<file path="config.mk">
export PLATFORM = sky130hd
export DESIGN_NAME = vga_fb_ctrl_flat
export DESIGN_NICKNAME = d
export VERILOG_FILES = /design/src/rtl/vga_pkg.sv /design/src/rtl/vga_fb_ctrl_if.sv /design/src/rtl/vga_vs_sync_edge.sv /design/src/rtl/vga_fb_ctrl.sv /design/src/flat_wrapper.sv
export SDC_FILE = /design/constraint.sdc
export NUM_CORES = 1
export LEC_CHECK = 0
export BUFFER_PORTS_ARGS = -buffer_cell sky130_fd_sc_hd__buf_4
export CORE_AREA = 2 2 89 91
export CTS_CLUSTER_SIZE = 30
export DETAILED_ROUTE_END_ITERATION = 16
export DIE_AREA = 0 0 91 93
export GPL_TIMING_DRIVEN = 0
export PLACE_DENSITY = 0.77
export RECOVER_POWER = 50
export SLEW_MARGIN = 20
export SYNTH_ARGS = -nofsm -noshare
export SYNTH_HDL_FRONTEND = slang
export SYNTH_HIERARCHICAL = 1
export SYNTH_SLANG_ARGS = --single-unit
</file>
<file path="constraint.sdc">
create_clock -name CLK -period 4.45 [get_ports CLK]
set_clock_uncertainty 0.15 [all_clocks]
set_input_delay 0 -clock CLK [delete_from_list [all_inputs] [get_ports CLK]]
set_output_delay 0 -clock CLK [all_outputs]
set_load 0.02 [all_outputs]
</file>
<file path="src/rtl/vga_pkg.sv">
// Shared definitions for the VGA frame-buffer slice: buffer geometry, default
// colours and the write-controller state encoding.
package vga_pkg;

  localparam int unsigned FB_ADDR_W = 15;
  localparam int unsigned FB_DEPTH  = 2 ** FB_ADDR_W;
  localparam int unsigned FB_X_W    = 8;
  localparam int unsigned FB_Y_W    = 7;

  // [15:8] foreground, [7:0] background
  localparam logic [15:0] FB_DEFAULT_COLOURS = 16'hFF00;

  typedef enum logic [1:0] {
    StIdle     = 2'd0,
    StFillWait = 2'd1,
    StFill     = 2'd2
  } fb_state_e;

  function automatic logic [FB_ADDR_W-1:0] fb_pixel_addr(input logic [FB_X_W-1:0] x,
                                                         input logic [FB_Y_W-1:0] y);
    return {y, x};
  endfunction

endpackage

</file>
<file path="src/rtl/vga_fb_ctrl_if.sv">
// Host pixel-write handshake into the frame-buffer write controller.
interface vga_fb_ctrl_if #(
  parameter int unsigned ADDR_W = 15
);

  logic              WR_VALID;
  logic              WR_READY;
  logic [ADDR_W-1:0] WR_ADDR;
  logic              WR_DATA;

  modport master (output WR_VALID, output WR_ADDR, output WR_DATA, input WR_READY);
  modport slave  (input WR_VALID, input WR_ADDR, input WR_DATA, output WR_READY);

endinterface

</file>
<file path="src/rtl/vga_vs_sync_edge.sv">
// Brings the pixel-clock VGA_VS into the system domain and emits a registered
// one-cycle FRAME_TICK on its falling edge (3 cycles after VS falls).
module vga_vs_sync_edge (
  input  logic CLK,
  input  logic RESET,
  input  logic VGA_VS,
  output logic FRAME_TICK
);

  logic sync1_q, sync1_d;
  logic sync2_q, sync2_d;
  logic dly_q, dly_d;
  logic tick_q, tick_d;

  always_comb begin
    sync1_d = VGA_VS;
    sync2_d = sync1_q;
    dly_d   = sync2_q;
    tick_d  = !sync2_q && dly_q;
  end

  // Synchroniser flops reset high so leaving reset never looks like a VS fall.
  always_ff @(posedge CLK) begin
    if (RESET) begin
      sync1_q <= 1'b1;
      sync2_q <= 1'b1;
      dly_q   <= 1'b1;
      tick_q  <= 1'b0;
    end else begin
      sync1_q <= sync1_d;
      sync2_q <= sync2_d;
      dly_q   <= dly_d;
      tick_q  <= tick_d;
    end
  end

  assign FRAME_TICK = tick_q;

endmodule

</file>
<file path="src/rtl/vga_fb_ctrl.sv">
// Port-A write controller for the 256x128 1-bit frame buffer: host pixel
// writes, whole-screen fills and frame-aligned colour updates.
module vga_fb_ctrl
  import vga_pkg::*;
#(
  parameter int unsigned ADDR_W          = FB_ADDR_W,
  parameter bit          FILL_SYNC       = 1'b1,
  parameter logic [15:0] DEFAULT_COLOURS = FB_DEFAULT_COLOURS
) (
  input  logic              CLK,
  input  logic              RESET,
  vga_fb_ctrl_if.slave      wr_if,
  input  logic              FILL_START,
  input  logic              FILL_VALUE,
  output logic              FILL_DONE,
  output logic              BUSY,
  input  logic              COLOUR_WE,
  input  logic [15:0]       COLOUR_IN,
  output logic [15:0]       CONFIG_COLOURS,
  input  logic              VGA_VS,
  output logic              FRAME_TICK,
  output logic              FB_WE_A,
  output logic [ADDR_W-1:0] FB_ADDR_A,
  output logic              FB_DATA_A
);

  localparam logic [ADDR_W-1:0] LastAddr = '1;

  fb_state_e         state_q, state_d;
  logic [ADDR_W-1:0] cnt_q, cnt_d;
  logic              fill_val_q, fill_val_d;
  logic              fb_we_q, fb_we_d;
  logic [ADDR_W-1:0] fb_addr_q, fb_addr_d;
  logic              fb_data_q, fb_data_d;
  logic              done_q, done_d;
  logic [15:0]       colours_q, colours_d;
  logic [15:0]       pend_q, pend_d;
  logic              pend_flag_q, pend_flag_d;
  logic              frame_tick;
  logic              wr_ready;

  vga_vs_sync_edge u_vs_sync_edge (
    .CLK        (CLK),
    .RESET      (RESET),
    .VGA_VS     (VGA_VS),
    .FRAME_TICK (frame_tick)
  );

  assign wr_ready = (state_q == StIdle) && !FILL_START;

  // During a fill cnt_q always equals the address currently on port A.
  always_comb begin
    state_d    = state_q;
    cnt_d      = cnt_q;
    fill_val_d = fill_val_q;
    fb_we_d    = 1'b0;
    fb_addr_d  = fb_addr_q;
    fb_data_d  = fb_data_q;
    done_d     = 1'b0;

    unique case (state_q)
      StIdle: begin
        if (FILL_START) begin
          fill_val_d = FILL_VALUE;
          cnt_d      = '0;
          if (FILL_SYNC) begin
            state_d = StFillWait;
          end else begin
            state_d   = StFill;
            fb_we_d   = 1'b1;
            fb_addr_d = '0;
            fb_data_d = FILL_VALUE;
          end
        end else if (wr_if.WR_VALID) begin
          fb_we_d   = 1'b1;
          fb_addr_d = wr_if.WR_ADDR;
          fb_data_d = wr_if.WR_DATA;
        end
      end
      StFillWait: begin
        if (frame_tick) begin
          state_d   = StFill;
          fb_we_d   = 1'b1;
          fb_addr_d = '0;
          fb_data_d = fill_val_q;
        end
      end
      StFill: begin
        if (cnt_q == LastAddr) begin
          state_d = StIdle;
          done_d  = 1'b1;
        end else begin
          cnt_d     = cnt_q + ADDR_W'(1);
          fb_we_d   = 1'b1;
          fb_addr_d = cnt_q + ADDR_W'(1);
          fb_data_d = fill_val_q;
        end
      end
      default: state_d = StIdle;
    endcase
  end

  // A write on the tick itself restages and defers the apply to the next frame.
  always_comb begin
    colours_d   = colours_q;
    pend_d      = pend_q;
    pend_flag_d = pend_flag_q;
    if (COLOUR_WE) begin
      pend_d      = COLOUR_IN;
      pend_flag_d = 1'b1;
    end else if (frame_tick && pend_flag_q) begin
      colours_d   = pend_q;
      pend_flag_d = 1'b0;
    end
  end

  always_ff @(posedge CLK) begin
    if (RESET) begin
      state_q     <= StIdle;
      cnt_q       <= '0;
      fill_val_q  <= 1'b0;
      fb_we_q     <= 1'b0;
      fb_addr_q   <= '0;
      fb_data_q   <= 1'b0;
      done_q      <= 1'b0;
      colours_q   <= DEFAULT_COLOURS;
      pend_q      <= '0;
      pend_flag_q <= 1'b0;
    end else begin
      state_q     <= state_d;
      cnt_q       <= cnt_d;
      fill_val_q  <= fill_val_d;
      fb_we_q     <= fb_we_d;
      fb_addr_q   <= fb_addr_d;
      fb_data_q   <= fb_data_d;
      done_q      <= done_d;
      colours_q   <= colours_d;
      pend_q      <= pend_d;
      pend_flag_q <= pend_flag_d;
    end
  end

  assign wr_if.WR_READY = wr_ready;
  assign FILL_DONE      = done_q;
  assign BUSY           = (state_q != StIdle);
  assign CONFIG_COLOURS = colours_q;
  assign FRAME_TICK     = frame_tick;
  assign FB_WE_A        = fb_we_q;
  assign FB_ADDR_A      = fb_addr_q;
  assign FB_DATA_A      = fb_data_q;

endmodule

</file>
<file path="src/flat_wrapper.sv">
// flat-port wrapper written by rule: the top's interface ports become plain ports
module vga_fb_ctrl_flat import vga_pkg::*;
#(
  parameter int unsigned ADDR_W          = FB_ADDR_W,
  parameter bit          FILL_SYNC       = 1'b1,
  parameter logic [15:0] DEFAULT_COLOURS = FB_DEFAULT_COLOURS
)
  (CLK, RESET, FILL_START, FILL_VALUE, FILL_DONE, BUSY, COLOUR_WE, COLOUR_IN, CONFIG_COLOURS, VGA_VS, FRAME_TICK, FB_WE_A, FB_ADDR_A, FB_DATA_A, wr_if_WR_VALID, wr_if_WR_ADDR, wr_if_WR_DATA, wr_if_WR_READY);
  vga_fb_ctrl_if #(.ADDR_W(ADDR_W)) wr_if_i ();
  input  logic CLK;
  input  logic RESET;
  input  logic FILL_START;
  input  logic FILL_VALUE;
  output logic FILL_DONE;
  output logic BUSY;
  input  logic COLOUR_WE;
  input  logic [15:0] COLOUR_IN;
  output logic [15:0] CONFIG_COLOURS;
  input  logic VGA_VS;
  output logic FRAME_TICK;
  output logic FB_WE_A;
  output logic [ADDR_W-1:0] FB_ADDR_A;
  output logic FB_DATA_A;
  input wire logic [$bits(wr_if_i.WR_VALID)-1:0] wr_if_WR_VALID;
  input wire logic [$bits(wr_if_i.WR_ADDR)-1:0] wr_if_WR_ADDR;
  input wire logic [$bits(wr_if_i.WR_DATA)-1:0] wr_if_WR_DATA;
  output wire logic [$bits(wr_if_i.WR_READY)-1:0] wr_if_WR_READY;
  assign wr_if_i.WR_VALID = wr_if_WR_VALID;
  assign wr_if_i.WR_ADDR = wr_if_WR_ADDR;
  assign wr_if_i.WR_DATA = wr_if_WR_DATA;
  assign wr_if_WR_READY = wr_if_i.WR_READY;
  vga_fb_ctrl #(.ADDR_W(ADDR_W), .FILL_SYNC(FILL_SYNC), .DEFAULT_COLOURS(DEFAULT_COLOURS)) u_core (.CLK(CLK), .RESET(RESET), .wr_if(wr_if_i), .FILL_START(FILL_START), .FILL_VALUE(FILL_VALUE), .FILL_DONE(FILL_DONE), .BUSY(BUSY), .COLOUR_WE(COLOUR_WE), .COLOUR_IN(COLOUR_IN), .CONFIG_COLOURS(CONFIG_COLOURS), .VGA_VS(VGA_VS), .FRAME_TICK(FRAME_TICK), .FB_WE_A(FB_WE_A), .FB_ADDR_A(FB_ADDR_A), .FB_DATA_A(FB_DATA_A));
endmodule
</file>
==> flow_metrics.env, run 1 <==
export IMPL_hold_end="u_core/FB_ADDR_A[13]"
export IMPL_reg2reg_to="u_core/FB_ADDR_A[5]"
export IMPL_clock_latency_ps=350
export IMPL_slew_headroom_pct=46.5
export IMPL_rsz0062_at_grt="false"
export IMPL_wl_met1_um=3760
export IMPL_top_layer="met4"
export IMPL_fin_crit_ps=2540
export IMPL_finalSetupViolations=0
export IMPL_drv_slew=0
export IMPL_timing_fmax_mhz=394
export IMPL_placed_area_um2=3980
export IMPL_final_util_pct=59.3
export IMPL_ys_seq_area_share_pct=44.3
export IMPL_worstSetupPathType="register to register"
export IMPL_drive_above_1_share_pct=12.1
export IMPL_power_density_nw_per_um2=478
export IMPL_drtIter0Drc=178
export IMPL_clock_sinks=73
export IMPL_drt_wl_total_um=8850
export IMPL_dp_hpwl_um=6090
export IMPL_via_per_inst=5.16
export IMPL_min_path_cells=4
export IMPL_dr_wl_met3_um=499
export IMPL_cts_buffer_depth=2
export IMPL_grt_max_degree=14
export IMPL_worst_pin_slew_ps=801
export IMPL_overflow=0
export IMPL_drv_cap=0
export IMPL_ioPinCount=76
export IMPL_synth_cells=378
export IMPL_p_leak_nw=1.84
export IMPL_avgSynthCellArea_um2=8.73
export IMPL_syn_nets=424
export IMPL_grt_pass1_wl_um=14600
export IMPL_synth_seq_cells=73
export IMPL_die_h_um=93
export IMPL_place_gp_congestion=0.865
export IMPL_status="finished clean"
export IMPL_finalCritPeriodShare_pct=57.1
export IMPL_antenna_found_initial=0
export IMPL_rows=32
export IMPL_area_growth_pct=35.3
export IMPL_ir_drop_uv=170
export IMPL_grt_use_total_pct=21.6
export IMPL_start_util_pct=43.8
export IMPL_die_w_um=91
export IMPL_wl_met2_um=4410
export IMPL_reg2reg_setup_slack_ps=1910
export IMPL_ys_types=42
export IMPL_cts_tree="built"
export IMPL_finalNetCount=547
export IMPL_hold_path_class="input pin to register"
export IMPL_whs_ps=50.6
export IMPL_critPathCaptureType="register"
export IMPL_clkTransAtPathRegs_ps=70
export IMPL_rr_worst_depth=8
export IMPL_async_reset_ff_share_pct=0
export IMPL_design_area_um2=4460
export IMPL_drt_first_pass_iters=4
export IMPL_yosysWarningCount=6
export IMPL_tritoncts_num_buffers=9
export IMPL_finalSetupTns_ps=0
export IMPL_vias=3137
export IMPL_grt_pass1_vias=3053
export IMPL_diodes=0
export IMPL_wl_per_cell_um=14.6
export IMPL_die_area_um2=8460
export IMPL_ant_nets=0
export IMPL_r2r_start="u_core/state_q[1]"
export IMPL_synth_edf_count=0
export IMPL_min_from="wr_if_WR_ADDR[13]"
export IMPL_cp_max_fo=10
export IMPL_route_detailed_drc=0
export IMPL_syn_area_um2=3300
export IMPL_cp_data_required_time_ps=4550
export IMPL_cts_root_buf="clkbuf_8"
export IMPL_io_buffers=74
export IMPL_synthFlopType="dfxtp_1"
export IMPL_critPathArrivalTime_ps=2640
export IMPL_cp_start_kind="register"
export IMPL_hold_viol=0
export IMPL_core_um2=7530
export IMPL_cts_max_level=3
## cell usage in the layout (no fill, tap or decap), types with 7 or more instances in the layout
cell	synthesis	layout
dfxtp_1	73	73
clkbuf_1	21	61
nand2_1	43	43
nor2_1	40	40
dlygate4sd3_1	0	38
buf_4	0	36
a21oi_1	34	34
mux2i_1	22	22
a211oi_1	16	16
nor2b_1	15	15
nor3_1	12	12
a21o_1	10	10
clkbuf_8	0	9
inv_1	9	9
nand3b_1	9	9
xnor2_1	9	9
ha_1	7	7
## state kept, by name, indices dropped and copies added (netlist names)
name,cells
u_core/FB_ADDR_A,15
u_core/cnt_q,15
u_core/FILL_DONE,1
u_core/u_vs_sync_edge/dly_d,1
u_core/pend_flag_q,1
u_core/fill_val_q,1
u_core/u_vs_sync_edge/FRAME_TICK,1
u_core/pend_q,16
u_core/FB_WE_A,1
u_core/CONFIG_COLOURS,16
u_core/u_vs_sync_edge/sync1_q,1
u_core/u_vs_sync_edge/dly_q,1
u_core/state_q,2
u_core/FB_DATA_A,1
## per-layer routing
metal	GRT usage, %	vias up
li1	-	1544
met1	25.8	1474
met2	37.3	99
met3	4.27	20
met4	10.6	0
met5	0	-
## how the worst max path moves through the flow
stage	start	endpoint	slack (ps)	depth (start not counted)
2_1_floorplan	u_core/cnt_q[0]	u_core/state_q[0]	2330	6
3_3_place_gp	u_core/cnt_q[0]	u_core/FB_ADDR_A[5]	2050	6
3_5_place_dp	u_core/state_q[1]	u_core/FB_ADDR_A[5]	1950	8
4_1_cts	u_core/state_q[1]	u_core/FB_ADDR_A[5]	1950	8
5_1_grt	u_core/state_q[1]	u_core/FB_ADDR_A[10]	1680	8
6_report	u_core/state_q[1]	u_core/FB_ADDR_A[5]	1910	8
## cell type report
cell class,count,area (um^2)
fillers,683,3070
multi-input cells,272,1710
flip-flops and latches,73,1460
repair buffers,112,793
clock buffers,10,128
well taps,102,128
clock inverters,6,115
plain buffers,24,91.3
inverters,9,33.8
## metrics by stage
step                setup WS [ps]  power (mW)  cells
global route                 1680        2.25    608
detailed placement           1950        1.56    554
floorplan                    2330        1.27    378
CTS                          1950        2.21    608
finish                       1910        2.13    608
global placement             2050        1.53    554
## power by group
part | internal [mW] | total [mW] | switching (mW)
sequential | 0.749 | 0.805 | 0.0560
clock | 0.375 | 0.623 | 0.247
combinational | 0.248 | 0.707 | 0.459
total | 1.37 | 2.13 | 0.763
## Yosys cell counts, types with 3 or more instances
| master | instances | share of area (%) |
|---|---|---|
| nand3b_1 | 9 | 2.0 |
| ha_1 | 7 | 2.7 |
| nor3b_1 | 4 | 0.91 |
| a21oi_1 | 34 | 5.2 |
| or3_1 | 3 | 0.57 |
| a211oi_1 | 16 | 3.6 |
| mux2i_1 | 22 | 6.7 |
| inv_1 | 9 | 1.0 |
| nor3_1 | 12 | 1.8 |
| xor2_1 | 4 | 1.1 |
| or2_1 | 3 | 0.57 |
| clkbuf_1 | 21 | 2.4 |
| nor2b_1 | 15 | 2.8 |
| nand2_1 | 43 | 4.9 |
| nand3_1 | 6 | 0.91 |
| nor4_1 | 5 | 0.95 |
| a21o_1 | 10 | 2.3 |
| xnor2_1 | 9 | 2.4 |
| dfxtp_1 | 73 | 44 |
| nor2_1 | 40 | 4.6 |
| nand2b_1 | 5 | 0.95 |
## worst max-delay path, stage by stage, from the launching register on
cell and delay [ps]:
dfxtp_1 380, inv_1 110, ha_1 210, nor2b_1 180
a211o_1 300, a21oi_1 380, clkbuf_1 400, nor2_1 90
a211oi_1 250
## cell families (layout without fill, tap and decap cells)
logic type,count (synthesis),count (layout),synth area share (%)
flip-flops,73,73,44.3
AND/OR/NAND/NOR,159,159,25.0
AO/OA/AOI/OAI,70,70,13.8
adder cells (fa/ha/maj),7,7,2.66
XOR/XNOR,13,13,3.45
multiplexers,23,23,7.02
buffers and inverters,33,161,3.79
## timing repair
| action | 4_1_cts | 5_1_grt |
|---|---|---|
| hold endpoints to repair | 37 | 0 |
| gates resized for setup | 0 | 0 |
| hold buffers | 38 | 0 |
| setup buffers | 0 | 0 |
No activity file was read; power rests on OpenSTA's default activity.
==> run 2, diff against run 1 <==
clock period = 2.6 ns   (was 4.45 ns; I/O delays follow)
==> run 2 against run 1 <==
Register-to-register slack worse by 1700 ps. Cell area up 0.34%. Combinational power up 73%. Cell count unchanged. Via count up 0.38%. Power up 72%. Clock power up 72%. First-iteration DRC count down 10%. Worst setup slack worse by 1700 ps. Wire length up 0.11%. Critical endpoint is now u_core/cnt_q[11]. Largest cell class unchanged.
==> flow_metrics.env, run 2 (same netlist as run 1, synthesis figures left out) <==
export IMPL_via_per_inst=5.18
export IMPL_cp_startpoint="u_core/state_q[0]"
export IMPL_grt_pass1_vias=3053
export IMPL_ioPinCount=76
export IMPL_worst_pin_slew_ps=802
export IMPL_die_area_um2=8460
export IMPL_drv_slew=0
export IMPL_p_seq_share_pct=37.6
export IMPL_hold_viol=0
export IMPL_switching_power_mw=1.31
export IMPL_place_gp_congestion=0.865
export IMPL_clock_sinks=73
export IMPL_rows=32
export IMPL_grt_use_total_pct=21.6
export IMPL_grt_pass1_wl_um=14600
export IMPL_p_leak_nw=1.85
export IMPL_tritoncts_num_buffers=9
export IMPL_slew_headroom_pct=46.4
export IMPL_final_cells=608
export IMPL_dp_cells=554
export IMPL_dp_hpwl_um=6090
export IMPL_grt_max_degree=14
export IMPL_overflow=0
export IMPL_start_util_pct=43.8
export IMPL_die_h_um=93
export IMPL_critPathCapture="u_core/cnt_q[11]"
export IMPL_r2r_start="u_core/state_q[0]"
export IMPL_wl_per_cell_um=14.6
export IMPL_hold_path_class="input pin to register"
export IMPL_critPathArrivalTime_ps=2520
export IMPL_pre_cts_ws_ps=104
export IMPL_timing_fmax_mhz=412
export IMPL_fillers=679
export IMPL_diodes=0
export IMPL_drt_first_pass_iters=4
export IMPL_layout_commonest_cell="dfxtp_1"
export IMPL_clock_latency_ps=350
export IMPL_cts_tree="built"
export IMPL_reg2reg_to="u_core/cnt_q[11]"
export IMPL_cp_start_kind="register"
export IMPL_ant_nets=0
export IMPL_finalSetupViolations=0
export IMPL_die_w_um=91
export IMPL_status="finished clean"
export IMPL_internal_power_mw=2.36
export IMPL_clkTransAtPathRegs_ps=70
export IMPL_ir_drop_uv=291
export IMPL_rsz0062_at_grt="true"
export IMPL_vias=3149
export IMPL_drt_wl_total_um=8860
export IMPL_p_sw_share_pct=35.7
export IMPL_finalCritPeriodShare_pct=93.4
export IMPL_area_growth_pct=35.7
export IMPL_drive_above_1_share_pct=13.2
export IMPL_cts_root_buf="clkbuf_8"
export IMPL_fin_ws_ps=172
export IMPL_antenna_found_initial=0
export IMPL_core_um2=7530
export IMPL_reg2reg_setup_slack_ps=170
export IMPL_worstSetupPathType="register to register"
export IMPL_rr_worst_depth=8
export IMPL_combPwrFrac_pct=33.2
export IMPL_final_util_pct=59.5
export IMPL_fin_total_pwr_mw=3.66
export IMPL_io_buffers=74
export IMPL_critPathCaptureType="register"
export IMPL_route_detailed_drc=0
export IMPL_drv_cap=0
export IMPL_pwr_share_clk_pct=29.1
export IMPL_cts_max_level=3
export IMPL_final_cell_mix="73 x dfxtp_1, 56 x clkbuf_1, 43 x nand2_1"
export IMPL_cp_max_fo=10
export IMPL_fin_crit_ps=2430
export IMPL_power_density_nw_per_um2=818
export IMPL_finalNetCount=547
export IMPL_cp_data_required_time_ps=2700
export IMPL_drtIter0Drc=160
export IMPL_cts_buffer_depth=2
==> run 2: cell types whose count changed in the layout (fill, tap and decap cells not counted) <==
cell / previous run / this run
a21boi_0: 1 / 0
a21boi_1: 0 / 1
buf_4: 36 / 37
clkbuf_1: 61 / 56
clkbuf_2: 0 / 4
nor4_1: 5 / 4
nor4_2: 0 / 1
==> run 2: repair_timing <==
action	in CTS	in global routing
resized for setup	0	10
hold endpoints to repair	37	0
buffers inserted	0	0
hold buffers	38	0
endpoints found under the setup margin	0	27
==> run 2: how the worst min path moves through the flow <==
stage,from,to,slack [ps],depth (start not counted)
final,wr_if_WR_ADDR[12],u_core/FB_ADDR_A[12],50,4
after global routing,wr_if_WR_ADDR[12],u_core/FB_ADDR_A[12],60,4
after CTS,wr_if_WR_ADDR[12],u_core/FB_ADDR_A[12],30,4
after detailed placement,VGA_VS,u_core/u_vs_sync_edge/sync1_q,30,2
after global placement,VGA_VS,u_core/u_vs_sync_edge/sync1_q,30,2
after floorplan,RESET,u_core/u_vs_sync_edge/FRAME_TICK,-70,1
==> run 2: stage by stage <==
stage / instance area, um^2 / hold WS, ps / TNS, ps
after global routing: 4480 / 64.4 / -34.5
after floorplan: 3300 / -74.2 / 0
final: 4480 / 49.8 / 0
after CTS: 4600 / 32.2 / 0
after detailed placement: 3980 / 31.6 / 0
after global placement: 3980 / 31.8 / 0
==> run 2: power groups by stage <==
| stage | clock [mW] | combinational, mW | sequential (mW) |
|---|---|---|---|
| floorplan | 0 | 0.635 | 1.55 |
| global placement | 0 | 1.22 | 1.40 |
| detailed placement | 0 | 1.26 | 1.41 |
| CTS | 1.09 | 1.31 | 1.38 |
| global route | 1.14 | 1.33 | 1.40 |
| finish | 1.07 | 1.22 | 1.38 |
==> run 2: worst max-delay path: stages (launching register included) <==
cell      delay (ps)
dfxtp_1          360
inv_1            120
ha_1             280
nand2_1          160
a21boi_1         200
a21oi_1          240
clkbuf_1         450
o22ai_1          170
a21o_1           200
==> run 2: area by class of cell <==
| type | count | area (um^2) | area share (%) |
|---|---|---|---|
| timing repair buffer | 112 | 797 | 17.8 |
| multi-input combinational | 272 | 1720 | 38.4 |
| inverter | 9 | 33.8 | 0.755 |
| clock buffer | 10 | 128 | 2.85 |
| sequential | 73 | 1460 | 32.6 |
| clock inverter | 6 | 115 | 2.57 |
| tap | 102 | 128 | 2.85 |
| buffer | 24 | 96.3 | 2.15 |
==> run 2: metal layers <==
metal,routed length (um),global-route usage [%],vias to the layer above
met1,3650,25.8,1460
met2,4400,37.3,123
li1,-,-,1546
met5,0,0,-
met3,612,4.27,20
met4,199,10.6,0
==> run 3, diff against run 2 <==
clock period = 2.7 ns   (was 2.6 ns; I/O delays follow)
==> run 3 against run 2 <==
Die area unchanged. Clock-buffer cell count unchanged. Worst setup slack improved by 90 ps. Worst hold slack got worse by 2.0 ps. Critical path type is now input pin to register.
==> flow_metrics.env, run 3 (same netlist as run 1, synthesis figures left out) <==
export IMPL_status="finished clean"
export IMPL_cts_setup_buffers=0
export IMPL_overflow=0
export IMPL_die_h_um=93
export IMPL_drv_slew=0
export IMPL_critPathArrivalTime_ps=2520
export IMPL_cts_root_buf="clkbuf_8"
export IMPL_route_detailed_drc=0
export IMPL_placed_area_um2=3980
export IMPL_critPathCaptureType="register"
export IMPL_reg2reg_setup_slack_ps=260
export IMPL_grt_pass1_wl_um=14600
export IMPL_hold_viol=0
export IMPL_finalSetupTns_ps=0
export IMPL_finalNetCount=547
export IMPL_min_path_cells=4
export IMPL_pre_cts_ws_ps=204
export IMPL_rsz0062_at_grt="false"
export IMPL_seqCellArea_um2=1460
export IMPL_clock_sinks=73
export IMPL_clock_latency_ps=350
export IMPL_min_from="wr_if_WR_ADDR[12]"
export IMPL_final_cell_mix="73 x dfxtp_1, 58 x clkbuf_1, 43 x nand2_1"
export IMPL_antenna_found_initial=0
export IMPL_cts_buffer_depth=2
export IMPL_io_buffers=74
export IMPL_drtIter0Drc=143
export IMPL_r2r_start="u_core/state_q[0]"
export IMPL_dp_hpwl_um=6090
export IMPL_via_per_inst=5.20
export IMPL_ir_drop_uv=281
export IMPL_worst_pin_slew_ps=801
export IMPL_vias=3162
export IMPL_start_util_pct=43.8
export IMPL_p_leak_nw=1.85
export IMPL_cts_tree="built"
export IMPL_cts_max_level=3
export IMPL_fin_crit_ps=2440
export IMPL_timing_fmax_mhz=410
export IMPL_core_um2=7530
export IMPL_cp_start_kind="input pin"
export IMPL_multiInputGateArea_um2=1720
export IMPL_die_w_um=91
export IMPL_die_area_um2=8460
export IMPL_wl_per_cell_um=14.6
export IMPL_cp_data_required_time_ps=2780
export IMPL_fin_ws_ps=261
export IMPL_design_area_um2=4470
export IMPL_power_density_nw_per_um2=787
export IMPL_slew_headroom_pct=46.5
export IMPL_drive_above_1_share_pct=12.8
export IMPL_grt_max_degree=14
export IMPL_rr_worst_depth=8
export IMPL_reg2reg_to="u_core/cnt_q[11]"
export IMPL_clkTransAtPathRegs_ps=70
export IMPL_place_gp_congestion=0.865
export IMPL_finalCritPeriodShare_pct=90.3
export IMPL_tritoncts_num_buffers=9
export IMPL_diodes=0
export IMPL_hold_end="u_core/FB_ADDR_A[12]"
export IMPL_worstSetupPathType="input pin to register"
export IMPL_finalSetupViolations=0
export IMPL_area_growth_pct=35.6
export IMPL_grt_pass1_vias=3053
export IMPL_drt_first_pass_iters=4
export IMPL_hold_path_class="input pin to register"
export IMPL_grt_use_total_pct=21.6
export IMPL_drv_cap=0
export IMPL_drt_wl_total_um=8880
export IMPL_cp_max_fo=10
export IMPL_rows=32
export IMPL_fillers=679
export IMPL_ant_nets=0
export IMPL_ioPinCount=76
export IMPL_layout_commonest_cell="dfxtp_1"
## run 3: repair_timing
action / CTS / global route
hold buffers: 38 / 0
gates resized for setup: 0 / 7
hold endpoints to repair: 37 / 0
endpoints found under the setup margin: 0 / 11
## run 3: worst max-delay path by stage
stage / startpoint / end / slack (ps)
after floorplan: u_core/cnt_q[0] / u_core/state_q[0] / 580
after global placement: u_core/cnt_q[0] / u_core/FB_ADDR_A[5] / 300
after detailed placement: u_core/state_q[1] / u_core/FB_ADDR_A[5] / 200
after CTS: u_core/state_q[1] / u_core/FB_ADDR_A[5] / 200
after global routing: u_core/state_q[0] / u_core/cnt_q[11] / 70
final: RESET / u_core/fill_val_q / 260
## run 3: critical path, stage by stage
cell           delay [ps]
dlygate4sd3_1         520
clkbuf_1              180
clkbuf_1              290
clkbuf_1              460
clkbuf_1              420
a21oi_1                80
dlygate4sd3_1         570
## run 3: cell type report
type	instances	area share, %
Buffer	24	2.13
Clock buffer	10	2.85
Tap cell	102	2.85
Clock inverter	6	2.57
Sequential cell	73	32.7
Inverter	9	0.755
Multi-Input combinational cell	272	38.4
Timing Repair Buffer	112	17.7
## run 3: power by group
| part | internal (mW) | switching, mW |
|---|---|---|
| logic | 0.412 | 0.756 |
| registers | 1.23 | 0.0921 |
| clock network | 0.619 | 0.407 |
| total | 2.27 | 1.26 |
## run 3: per-stage QoR
| step | util (%) | instances | hold WS, ps | total power [mW] |
|---|---|---|---|---|
| after global placement | 52.9 | 554 | 31.8 | 2.53 |
| after CTS | 61.2 | 608 | 32.2 | 3.64 |
| after detailed placement | 52.9 | 554 | 31.6 | 2.56 |
| after global routing | 59.4 | 608 | 64.4 | 3.72 |
| after floorplan | - | 378 | -74.2 | 2.10 |
| final | 59.4 | 608 | 47.8 | 3.52 |
## run 3: metal layers
metal | vias to the layer above | GRT usage [%] | share of wire, %
met5 | - | 0 | 0
met4 | 0 | 10.6 | 2.3
met3 | 20 | 4.27 | 6.7
met2 | 127 | 37.3 | 50
met1 | 1471 | 25.8 | 41
li1 | 1544 | - | -
